[src/rtl/decodificador_bcd_7seg.sv]
// ---------------------------------------------------------------------------
// decodificador_bcd_7seg
//
// Triple BCD-to-seven-segment decoder for the microwave timer display.
// Three identical, independent channels (minutes, seconds tens, seconds ones)
// each do a combinational BCD lookup followed by a 7-bit output register.
// Latency is one clock; a new digit triple may be presented every cycle.
//
// Ports:
//   clk            system clock, rising edge
//   rst            synchronous, active-high reset (outputs go dark)
//   min            minutes digit, BCD
//   sec_tens       seconds tens digit, BCD (6..9 still decoded)
//   sec_ones       seconds ones digit, BCD
//   min_segs       segment pattern for min,      bits {a,b,c,d,e,f,g} = [6:0]
//   sec_tens_segs  segment pattern for sec_tens, same bit order
//   sec_ones_segs  segment pattern for sec_ones, same bit order
//   bcd_err        high when any input sampled on the previous edge was > 9
//
// Build option:
//   DECODIFICADOR_ACTIVE_LOW_EN  when defined, segment outputs are inverted
//                                for common-anode displays (0 = lit), and the
//                                reset value becomes all ones. bcd_err keeps
//                                its active-high polarity.
// ---------------------------------------------------------------------------
module decodificador_bcd_7seg (
  input  logic       clk,
  input  logic       rst,
  input  logic [3:0] min,
  input  logic [3:0] sec_tens,
  input  logic [3:0] sec_ones,
  output logic [6:0] min_segs,
  output logic [6:0] sec_tens_segs,
  output logic [6:0] sec_ones_segs,
  output logic       bcd_err
);

  localparam int unsigned DATA_W = 4;
  localparam int unsigned SEG_W  = 7;

`ifdef DECODIFICADOR_ACTIVE_LOW_EN
  localparam logic [SEG_W-1:0] SEG_DARK = 7'b1111111;
`else
  localparam logic [SEG_W-1:0] SEG_DARK = 7'b0000000;
`endif

  // Active-high lookup; values 10..15 show a dash (segment g only).
  function automatic logic [SEG_W-1:0] bcd_to_segs(input logic [DATA_W-1:0] digit);
    logic [SEG_W-1:0] segs;
    case (digit)
      4'd0:    segs = 7'b1111110;
      4'd1:    segs = 7'b0110000;
      4'd2:    segs = 7'b1101101;
      4'd3:    segs = 7'b1111001;
      4'd4:    segs = 7'b0110011;
      4'd5:    segs = 7'b1011011;
      4'd6:    segs = 7'b1011111;
      4'd7:    segs = 7'b1110000;
      4'd8:    segs = 7'b1111111;
      4'd9:    segs = 7'b1111011;
      default: segs = 7'b0000001;
    endcase
    return segs;
  endfunction

  // Maps the active-high pattern onto the display's drive polarity.
  function automatic logic [SEG_W-1:0] apply_polarity(input logic [SEG_W-1:0] segs);
`ifdef DECODIFICADOR_ACTIVE_LOW_EN
    return ~segs;
`else
    return segs;
`endif
  endfunction

  function automatic logic is_invalid_bcd(input logic [DATA_W-1:0] digit);
    return (digit > 4'd9);
  endfunction

  logic [SEG_W-1:0] min_segs_p0;
  logic [SEG_W-1:0] sec_tens_segs_p0;
  logic [SEG_W-1:0] sec_ones_segs_p0;
  logic             bcd_err_p0;

  logic [SEG_W-1:0] min_segs_p1;
  logic [SEG_W-1:0] sec_tens_segs_p1;
  logic [SEG_W-1:0] sec_ones_segs_p1;
  logic             bcd_err_p1;

  // ---- Stage p0: combinational decode of the raw inputs ----
  always_comb begin
    min_segs_p0      = apply_polarity(bcd_to_segs(min));
    sec_tens_segs_p0 = apply_polarity(bcd_to_segs(sec_tens));
    sec_ones_segs_p0 = apply_polarity(bcd_to_segs(sec_ones));
    bcd_err_p0       = is_invalid_bcd(min) | is_invalid_bcd(sec_tens)
                     | is_invalid_bcd(sec_ones);
  end

  // ---- Stage p1: output registers (reset blanks the display) ----
  always_ff @(posedge clk) begin
    if (rst) begin
      min_segs_p1      <= SEG_DARK;
      sec_tens_segs_p1 <= SEG_DARK;
      sec_ones_segs_p1 <= SEG_DARK;
      bcd_err_p1       <= 1'b0;
    end else begin
      min_segs_p1      <= min_segs_p0;
      sec_tens_segs_p1 <= sec_tens_segs_p0;
      sec_ones_segs_p1 <= sec_ones_segs_p0;
      bcd_err_p1       <= bcd_err_p0;
    end
  end

  assign min_segs      = min_segs_p1;
  assign sec_tens_segs = sec_tens_segs_p1;
  assign sec_ones_segs = sec_ones_segs_p1;
  assign bcd_err       = bcd_err_p1;

endmodule

[config.mk]
export PLATFORM = sky130hd
export DESIGN_NAME = decodificador_bcd_7seg
export DESIGN_NICKNAME = d
export VERILOG_FILES = /design/src/rtl/decodificador_bcd_7seg.sv
export SDC_FILE = /design/constraint.sdc
export NUM_CORES = 1
export LEC_CHECK = 0
export BUFFER_PORTS_ARGS = -buffer_cell sky130_fd_sc_hd__buf_2
export CORE_AREA = 2 2 63 65
export CTS_CLUSTER_SIZE = 24
export DETAILED_ROUTE_END_ITERATION = 10
export DIE_AREA = 0 0 65 67
export PLACE_DENSITY_LB_ADDON = 0.12
export SLEW_MARGIN = 25
export SYNTH_ARGS = -nofsm -noshare
export SYNTH_HDL_FRONTEND = slang
export SYNTH_SLANG_ARGS = --single-unit
[constraint.sdc]
create_clock -name clk -period 0.9 [get_ports clk]
set_input_delay 0.09 -clock clk [delete_from_list [all_inputs] [get_ports clk]]
set_output_delay 0.09 -clock clk [all_outputs]
set_load 0.02 [all_outputs]
=== Yosys cells after proc, flatten, opt, wreduce, memory -nomap -nowiden ===
Memories as Yosys holds them, arrays and structs flattened. A register that Yosys moved wholly into a read port is not among the register bits.
Index checks and enable logic that the tools add are counted.

* Flip-flop bits (word level): 1
* Latch bits: 0
* RAM bits: 0
* Bits in read-only memories: 336
* Input bits: 14
* Output and inout port bits: 22
* Logic and storage cells: 9
* Memories kept: 3

* Add/subtract/negate cells: 0
* Multiply operators: 0
* Divide/modulo/power cells: 0
* $lt $le $gt $ge: 3
* Eq/ne operators: 0
* Shift operators: 0
* Muxes and demuxes: 0
* Bitwise logic cells: 2
* Reductions and logical operators: 0

{| class="wikitable"
|+ Memory list
! memory !! words !! width !! rd ports !! clocked after Yosys merged registers in !! wr ports !! RTL line !! source
|-
| (no name shown) || 16 || 7 || 1 || 1 || 0 || 50 || <nowiki>case (digit)</nowiki>
|-
| (no name shown) || 16 || 7 || 1 || 1 || 0 || 50 ||
|-
| (no name shown) || 16 || 7 || 1 || 1 || 0 || 50 ||
|}

{| class="wikitable"
|+ Operators with widths
! operator !! number
|-
| $gt A4 B4 Y1 const B || 3
|-
| $or A1 B1 Y1 || 2
|}

=== Depth between registers and ports, before layout ===
Gate-level depths: netlist of the first run.

* Word-level depth: 3
* Mapped depth: 5
* Gate-level depth less buffers: 5

=== Worst setup path before layout of the first run ===
OpenSTA, ideal clock, no wires.

* Kind: input to register
* Start point: input port min[0]
* End point: register min_segs_p1[6] (netlist: min_segs[6])
* Setup time: 0.071 ns
* Data arrival time: 0.821 ns
* Required time: 0.829 ns
* Setup slack: 0.008 ns
* Stages on the path: 4
* Path buffers: 0
* Cells stage by stage: inv_1 -> ha_1 -> or3_1 -> a21oi_1

{| class="wikitable"
|+ RTL lines
! element !! RTL line !! source
|-
| from (decl) || 29 || <nowiki>input logic [3:0] min,</nowiki>
|-
| to (decl) || 84 || <nowiki>logic [SEG_W-1:0] min_segs_p1;</nowiki>
|}

=== Worst setup path in the final report of the first run ===
* Start point: register sec_ones_segs_p1[1] (netlist: sec_ones_segs[1])
* End point: output port sec_ones_segs[1]

{| class="wikitable"
|+ RTL lines
! element !! RTL line !! source
|-
| from (decl) || 86 || <nowiki>logic [SEG_W-1:0] sec_ones_segs_p1;</nowiki>
|-
| to (decl) || 34 || <nowiki>output logic [6:0] sec_ones_segs,</nowiki>
|}

No word-level cell between the ends.

==> results of run 1 <==
==> registers in the layout, summed over array words and instances, names as in the netlist <==
signal / count
sec_tens_segs: 7
sec_ones_segs: 7
min_segs: 7
bcd_err: 1
==> cells in the final DEF (no fill, tap or decap), types with 2 or more instances in the layout <==
| cell | instances |
|---|---|
| a21o_1 | 5 |
| dfxtp_1 | 22 |
| mux2i_1 | 2 |
| buf_2 | 35 |
| a21oi_1 | 16 |
| nor2b_1 | 4 |
| ha_1 | 21 |
| nand2b_1 | 10 |
| buf_4 | 18 |
| nor2_1 | 14 |
| clkbuf_8 | 4 |
| inv_1 | 10 |
| o22ai_1 | 2 |
| o21ai_0 | 5 |
| nand2_1 | 7 |
| a22oi_1 | 2 |
==> report_power, final <==
group / total (mW) / switching (mW) / internal, mW
registers: 1.05 / 0.0129 / 1.04
clock network: 0.695 / 0.306 / 0.389
logic: 0.521 / 0.293 / 0.228
total: 2.27 / 0.612 / 1.66
==> layer usage <==
metal / vias to the layer above / share of wire / global-route usage
met1: 471 / 0.44 / 0.134
met4: 0 / 0.012 / 0.0479
met2: 18 / 0.51 / 0.210
met5: - / 0 / 0
li1: 546 / - / -
met3: 2 / 0.038 / 0.0169
==> logic make-up after synthesis <==
| group | Yosys count | share of synthesized area |
|---|---|---|
| compound gates | 34 | 0.167 |
| fa+ha+maj | 21 | 0.215 |
| flops | 22 | 0.360 |
| simple gates | 40 | 0.167 |
| buf+inv | 19 | 0.0757 |
| mux | 2 | 0.0164 |
==> layout make-up <==
type	instances	area, sq um
fillers	383	1990
multi-input cells	97	691
flip-flops and latches	22	440
repair buffers	54	330
well taps	48	60.1
clock buffers	4	55.1
inverters	11	43.8
==> how the worst max path moves through the flow <==
stage / to / slack [ps] / cells past startpoint
floorplan: min_segs[6] / 8 / 4
CTS: sec_ones_segs[1] / 60 / 1
finish: sec_ones_segs[1] / 70 / 1
global placement: min_segs[6] / -150 / 5
global route: min_segs[6] / 20 / 5
detailed placement: min_segs[6] / -170 / 5
==> stage by stage <==
stage / cells / cell area (sq um) / utilization
global placement: 232 / 1570 / 0.434
global route: 236 / 1620 / 0.449
CTS: 236 / 1620 / 0.449
detailed placement: 232 / 1570 / 0.434
finish: 236 / 1620 / 0.449
floorplan: 138 / 1220 / -
==> results.md, run 1 <==
* Status: completed
* Routed WL at 2320 microns
* Slew @ Worst Pin at 218 ps
* Post-synth top area cell: dfxtp_1
* GRT Total Usage at 0.115
* Average size of a mapped cell at 8.87 sq um
* Post-CTS Setup Bufs at 0
* Antenna-violating nets left at 0
* Crit path max fanout at 1
* Tot Pwr at 2.27 mW
* Slew Viols, Final at 0
* Routed via count at 1037
* Commonest cells in the netlist: dfxtp_1, ha_1, a21oi_1, nor2_1
* Mapped Area at 0.00122 sq mm
* Initial DRC count at 42
* CTS buffer count at 3
* Slowest stage delay, CP at 330 ps
* CP top delay family: flip-flops
* H-tree levels at 1
* Clock tree buffer depth at 2
* RSZ-0062 raised after global routing: no
* CP Data Arrival Time at 740 ps
* Synthesized Nets at 173
* VDD IR max at 0.454 mV
* Count of different cell masters after synthesis at 28
* Crit path buf inv count at 1
* Die width at 65 microns
* Cell count after synthesis at 138
* Worst Hold Class: input port to flip-flop
* CP Class: flip-flop to primary output
* Final hold vios at 0
* Worst Hold End: sec_ones_segs[1]
* Power Density at 1400 mW/mm^2
* Most frequent cell after synthesis: dfxtp_1
* Ys Warns at 0
* Prevailing post-synth register cell: dfxtp_1
* Sequential share of the synthesized area at 0.360
* Clock root buffer: clkbuf_8
* Vias per inst at 4.39
* CTS clk-pin slew, worst paths at 80 ps
* CP Capture Type: primary output
* Layout cell share with drive strength beyond 1 at 0.340
* CP Cell Sequence: buf_2
* Pre-CTS setup slack at -174 ps
* Worst setup SP type: flip-flop
* Synthesis-to-layout area growth at 32.4%
* Routed WL per cell at 9.81 microns
* Initial antenna violation count at 0
* Async SR Flop Fraction at 0
* Worst Hold Launch: rst
* Fmax achieved at 1200 MHz
* Post_cts resized at 0
* Post-synth EDFFs at 0
* Setup total negative slack at 0 ps
* Fin nets at 224
* Die Area at 0.00436 sq mm
* Rel. slew slack at 0.854
* Max_cap viols at 0
* Hold WS at 132 ps
* DR pass1 iterations at 3
* Vias in the first global route at 958
* Cell Rows at 22
* Chip Height at 67 microns
* CTS tree: built
* Starting Density at 0.339
* Largest net degree at the start of global routing at 14
* Core box area at 0.00361 sq mm
* CP max stage cell: dfxtp_1
* Post-route worst setup slack at 66.9 ps
* Period utilization at 0.926
* Total gr overflow at 0
* IO Pins at 36
* Min cycle time layout at 833 ps
* Hold Path Depth at 2
* Routability cong. at 0.842
* Ant. Diodes at 0
* Worst path required time at 810 ps
* Input/output buffers at 35
* Proportion of netlist area held by the largest area contributor at 0.360
* # hold bufs at CTS at 0
* CTS sink cnt at 22
* Largest cells by area after synthesis: dfxtp_1, ha_1, a21oi_1
* Endpoints failing setup at 0
* Worst setup path startpoint: sec_ones_segs[1]
* First-pass GRT wire length at 3950 microns
* Post-synthesis register bit count at 22
* Drt drc at 0
* Static leakage at 0.849 nW
* DP HPWL at 1910 microns
Power figures use the tool's default switching activity.
==> run 2, diff against run 1 <==
ABC_AREA = 1   (was not set)
ABC_CLOCK_PERIOD_IN_PS = 900   (was not set)
CORE_AREA = 2 2 60 62   (was 2 2 63 65)
DIE_AREA = 0 0 62 64   (was 0 0 65 67)
==> results.md, run 2 <==
* Status: completed
* Mapped Area at 0.00112 sq mm
* Crit path max fanout at 1
* Post-synth EDFFs at 0
* Tot Pwr at 1.97 mW
* Initial antenna violation count at 0
* Pre-CTS setup slack at -106 ps
* Average size of a mapped cell at 7.98 sq um
* Fin nets at 227
* Cell Rows at 21
* Detail Route met2 WL at 1030 microns
* Max_cap viols at 0
* Largest net degree at the start of global routing at 12
* Synthesis-to-layout area growth at 36.4%
* Routed WL at 2200 microns
* Starting Density at 0.342
* Largest cells by area after synthesis: dfxtp_1, ha_1, nand2_1
* CP Capture Type: primary output
* IO Pins at 36
* CP Cell Sequence: buf_4
* WP depth at 1
* Period utilization at 0.954
* Ant. Diodes at 0
* Chip Height at 64 microns
* CTS sink cnt at 22
* Die width at 62 microns
* Post-synthesis register bit count at 22
* Routability cong. at 0.871
* Routed WL per cell at 9.33 microns
* Async SR Flop Fraction at 0
* Slowest stage delay, CP at 330 ps
* H-tree levels at 1
* Met3 routed WL at 103 microns
* Routed via count at 997
* Count of different cell masters after synthesis at 13
* GRT Total Usage at 0.125
* Layout cell share with drive strength beyond 1 at 0.311
* CP top delay family: flip-flops
* CTS tree: built
* Slew Viols, Final at 0
* Core box area at 0.00328 sq mm
* Cell count after synthesis at 141
* DR pass1 iterations at 4
* Commonest non-fill, non-tap cells in the layout: nand2_1, buf_4, ha_1, inv_1, dfxtp_1
* Fin cells at 236
* CP max stage cell: dfxtp_2
* CP Class: flip-flop to primary output
* Sequential share of the synthesized area at 0.392
* CP Data Arrival Time at 770 ps
* Post-synth top area cell: dfxtp_1
* Worst setup SP type: flip-flop
* CTS clk-pin slew, worst paths at 110 ps
* Synthesized Nets at 176
* Worst path required time at 810 ps
* Commonest cells in the netlist: nand2_1, dfxtp_1, ha_1, inv_1
* DP HPWL at 1830 microns
* Proportion of netlist area held by the largest area contributor at 0.392
* Total gr overflow at 0
* Most common cell after layout, fill and taps aside: nand2_1
* Static leakage at 0.860 nW
* Clock root buffer: clkbuf_4
* Vias per inst at 4.22
* Power Density at 1280 mW/mm^2
* Initial DRC count at 34
* Most frequent cell after synthesis: nand2_1
* Post-route worst setup slack at 41.6 ps
* # hold bufs at CTS at 0
* First-pass GRT wire length at 3800 microns
* Die Area at 0.00397 sq mm
* Final hold vios at 0
* Dpl cells at 233
* Ys Warns at 0
* Fmax achieved at 1160 MHz
* Post-Route Utilization at 0.467
* Slew @ Worst Pin at 209 ps
* Worst Hold Class: input port to flip-flop
* Antenna-violating nets left at 0
* Crit path buf inv count at 1
* Hold Path Depth at 2
* WL met1 at 1040 microns
* Clock tree buffer depth at 2
* Endpoints failing setup at 0
* Drt drc at 0
* Prevailing post-synth register cell: dfxtp_1
* Filler cell count at 347
* Vias in the first global route at 940
* Min cycle time layout at 858 ps
* Rel. slew slack at 0.860
* VDD IR max at 0.430 mV
* Input/output buffers at 35
* Setup total negative slack at 0 ps
* Top Layer Used: met4
* CTS buffer count at 3
-- run 2: changes by cell type after synthesis, sizes merged, moves of 3 or more --
| cell | delta |
|---|---|
| nand2 | +23 |
| inv | +11 |
| nand2b | -10 |
| a21o | -6 |
| buf | -5 |
| nor2b | -4 |
| nand3 | +3 |
| o211ai | +3 |
-- run 2: what timing repair did --
item	CTS	global route
pin swaps	0	0
gates resized for setup	2	26
setup endpoints to repair	2	19
setup buffers	0	0
cloned	0	0
-- run 2: routing by layer --
layer  vias up  global-route usage
li1        535                   -
met1       434               0.164
met2        26               0.197
met3         2              0.0182
met4         0              0.0559
met5         -                   0
-- run 2: power by group --
part,total (mW),internal (mW),switching (mW)
clock network,0.417,0.156,0.262
registers,1.06,1.04,0.0196
logic,0.490,0.210,0.280
-- run 2: area by class of cell --
type	instances	area, sq um	share of cell area
tap	46	57.6	0.0375
clock buffer	3	22.5	0.0147
timing repair buffer	47	328	0.214
multi-input combinational	96	597	0.389
sequential	22	447	0.291
inverter	22	82.6	0.0538
-- run 2: through the flow --
step	cell area [sq um]	hold WS [ps]
4_1_cts	1470	29.1
3_5_place_dp	1440	355
2_1_floorplan	1120	182
6_report	1530	41.5
5_1_grt	1530	40.7
3_3_place_gp	1440	357
-- run 2: final timing paths --
kind | from | endpoint | slack (ps)
hold / removal | min[2] | min_segs[5] | 40
setup / recovery | sec_ones_segs[5] | sec_ones_segs[5] | 40
-- run 2: cells by family after synthesis --
family / synth area share
AOI/OAI and AO/OA: 0.112
and+or+nand+nor: 0.185
DFF: 0.392
buffers and inverters: 0.0779
adders and majority gates: 0.234
==> run 3, diff against run 2 <==
CORE_AREA = 2 2 52 54   (was 2 2 60 62)
CTS_BUF_LIST = sky130_fd_sc_hd__clkbuf_2   (was not set)
DIE_AREA = 0 0 54 56   (was 0 0 62 64)
==> results.md, run 3 (synthesis gave the netlist of run 2 again) <==
* Status: complete, but fails checks
* Failing checks: negative setup slack
* Tot Pwr at 2.01 mW
* Dpl cells at 218
* Post-route worst setup slack at -10.8 ps
* CTS sink cnt at 22
* Period utilization at 1.01
* Crit path max fanout at 1
* Fmax achieved at 1100 MHz
* Antenna-violating nets left at 0
* Synthesis-to-layout area growth at 44.4%
* CP Class: flip-flop to primary output
* Initial antenna violation count at 0
* CTS buffer count at 3
* Clock tree buffer depth at 2
* Input/output buffers at 35
* Chip Height at 56 microns
* Rel. slew slack at 0.864
* DP HPWL at 1680 microns
* Worst Hold Class: input port to flip-flop
* Layout cell share with drive strength beyond 1 at 0.399
* Crit path buf inv count at 1
* Clock root buffer: clkbuf_2
* Clock share of power at 0.196
* CP Data Arrival Time at 820 ps
* Switching Fraction at 0.302
* Cell Rows at 18
* Largest net degree at the start of global routing at 13
* Routed WL per cell at 9.81 microns
* Net Switching at 0.607 mW
* Max_cap viols at 0
* Core box area at 0.00243 sq mm
* VDD IR max at 0.974 mV
* Routed via count at 1021
* GRT Total Usage at 0.158
* CP Cell Sequence: buf_6
* Combinational share of power at 0.266
* Fin cells at 223
* Power Density at 1240 mW/mm^2
* CTS tree: built
* Starting Density at 0.462
* CTS clk-pin slew, worst paths at 200 ps
* Worst setup SP type: flip-flop
* Drt drc at 0
* Worst path required time at 810 ps
* Setup total negative slack at -24.3 ps
* Most common cell after layout, fill and taps aside: nand2_1
* RSZ-0062 raised after global routing: yes
* CP Capture Type: primary output
* H-tree levels at 1
* Vias per inst at 4.58
* Int Power at 1.40 mW
* Ant. Diodes at 0
* Static leakage at 0.893 nW
* Endpoints failing setup at 4
* Vias in the first global route at 884
* Min cycle time layout at 911 ps
* Total gr overflow at 0
* Initial DRC count at 16
* CP top delay family: flip-flops
* Die Area at 0.00302 sq mm
* DR pass1 iterations at 4
* Die width at 54 microns
* Routed WL at 2190 microns
* Routability cong. at 0.867
* Flop pwr share at 0.537
* First-pass GRT wire length at 3570 microns
* Slew Viols, Final at 0
* Slew @ Worst Pin at 204 ps
* CP max stage cell: dfxtp_2
* Slowest stage delay, CP at 370 ps
* Final hold vios at 0
* Commonest non-fill, non-tap cells in the layout: nand2_1, dfxtp_2, buf_6, ha_1, inv_1
* Fin nets at 229
* IO Pins at 36
## run 3: cell count changes in the layout (fill, tap and decap cells not counted)
cell,change
buf_2,-3
clkbuf_2,+3
clkinv_1,+1
buf_6,+18
dfxtp_2,+17
buf_4,-14
dfxtp_1,-17
dlygate4sd3_1,+1
clkbuf_4,-3
## run 3: path summary, 6_finish.rpt
kind / cells past startpoint / startpoint / end
max: 1 / sec_ones_segs[0] / sec_ones_segs[0]
min: 3 / rst / sec_ones_segs[1]
## run 3: per-stage QoR
step / worst slack (ps) / area (sq um) / util / hold slack, ps
after floorplan: 121 / 1120 / - / 182
after global placement: -98.4 / 1430 / 0.588 / 349
after detailed placement: -99.8 / 1430 / 0.588 / 350
after CTS: -17.9 / 1620 / 0.668 / 28.7
after global routing: -53.6 / 1620 / 0.668 / 27.0
final: -10.8 / 1620 / 0.668 / 41.3
## run 3: power by group through the flow
stage	logic (mW)	registers, mW	clock network [mW]
6_report	0.535	1.08	0.394
5_1_grt	0.597	1.09	0.445
4_1_cts	0.537	1.08	0.410
3_5_place_dp	0.458	1.07	0
3_3_place_gp	0.453	1.07	0
2_1_floorplan	0.181	1.16	0
## run 3: area by class of cell
cell class,instances,area (sq um)
Inverter,22,82.6
Timing Repair Buffer,49,420
Sequential cell,22,468
Tap cell,30,37.5
Clock inverter,1,3.75
Multi-Input combinational cell,96,597
Clock buffer,3,15.0
Fill cell,204,808
## run 3: routing by layer
| metal | vias to the layer above | global-route usage | part of all wire |
|---|---|---|---|
| met5 | - | 0 | 0 |
| met4 | 0 | 0.0643 | 0.018 |
| met3 | 5 | 0.0323 | 0.036 |
| met2 | 23 | 0.280 | 0.52 |
| met1 | 451 | 0.175 | 0.43 |
| li1 | 542 | - | - |
## run 3: repair_timing
action | 4_1_cts | 5_1_grt
setup buffers | 0 | 0
gates resized for setup | 66 | 0
hold buffers | 1 | 0
hold endpoints to repair | 1 | 0
setup endpoints to repair | 22 | 22
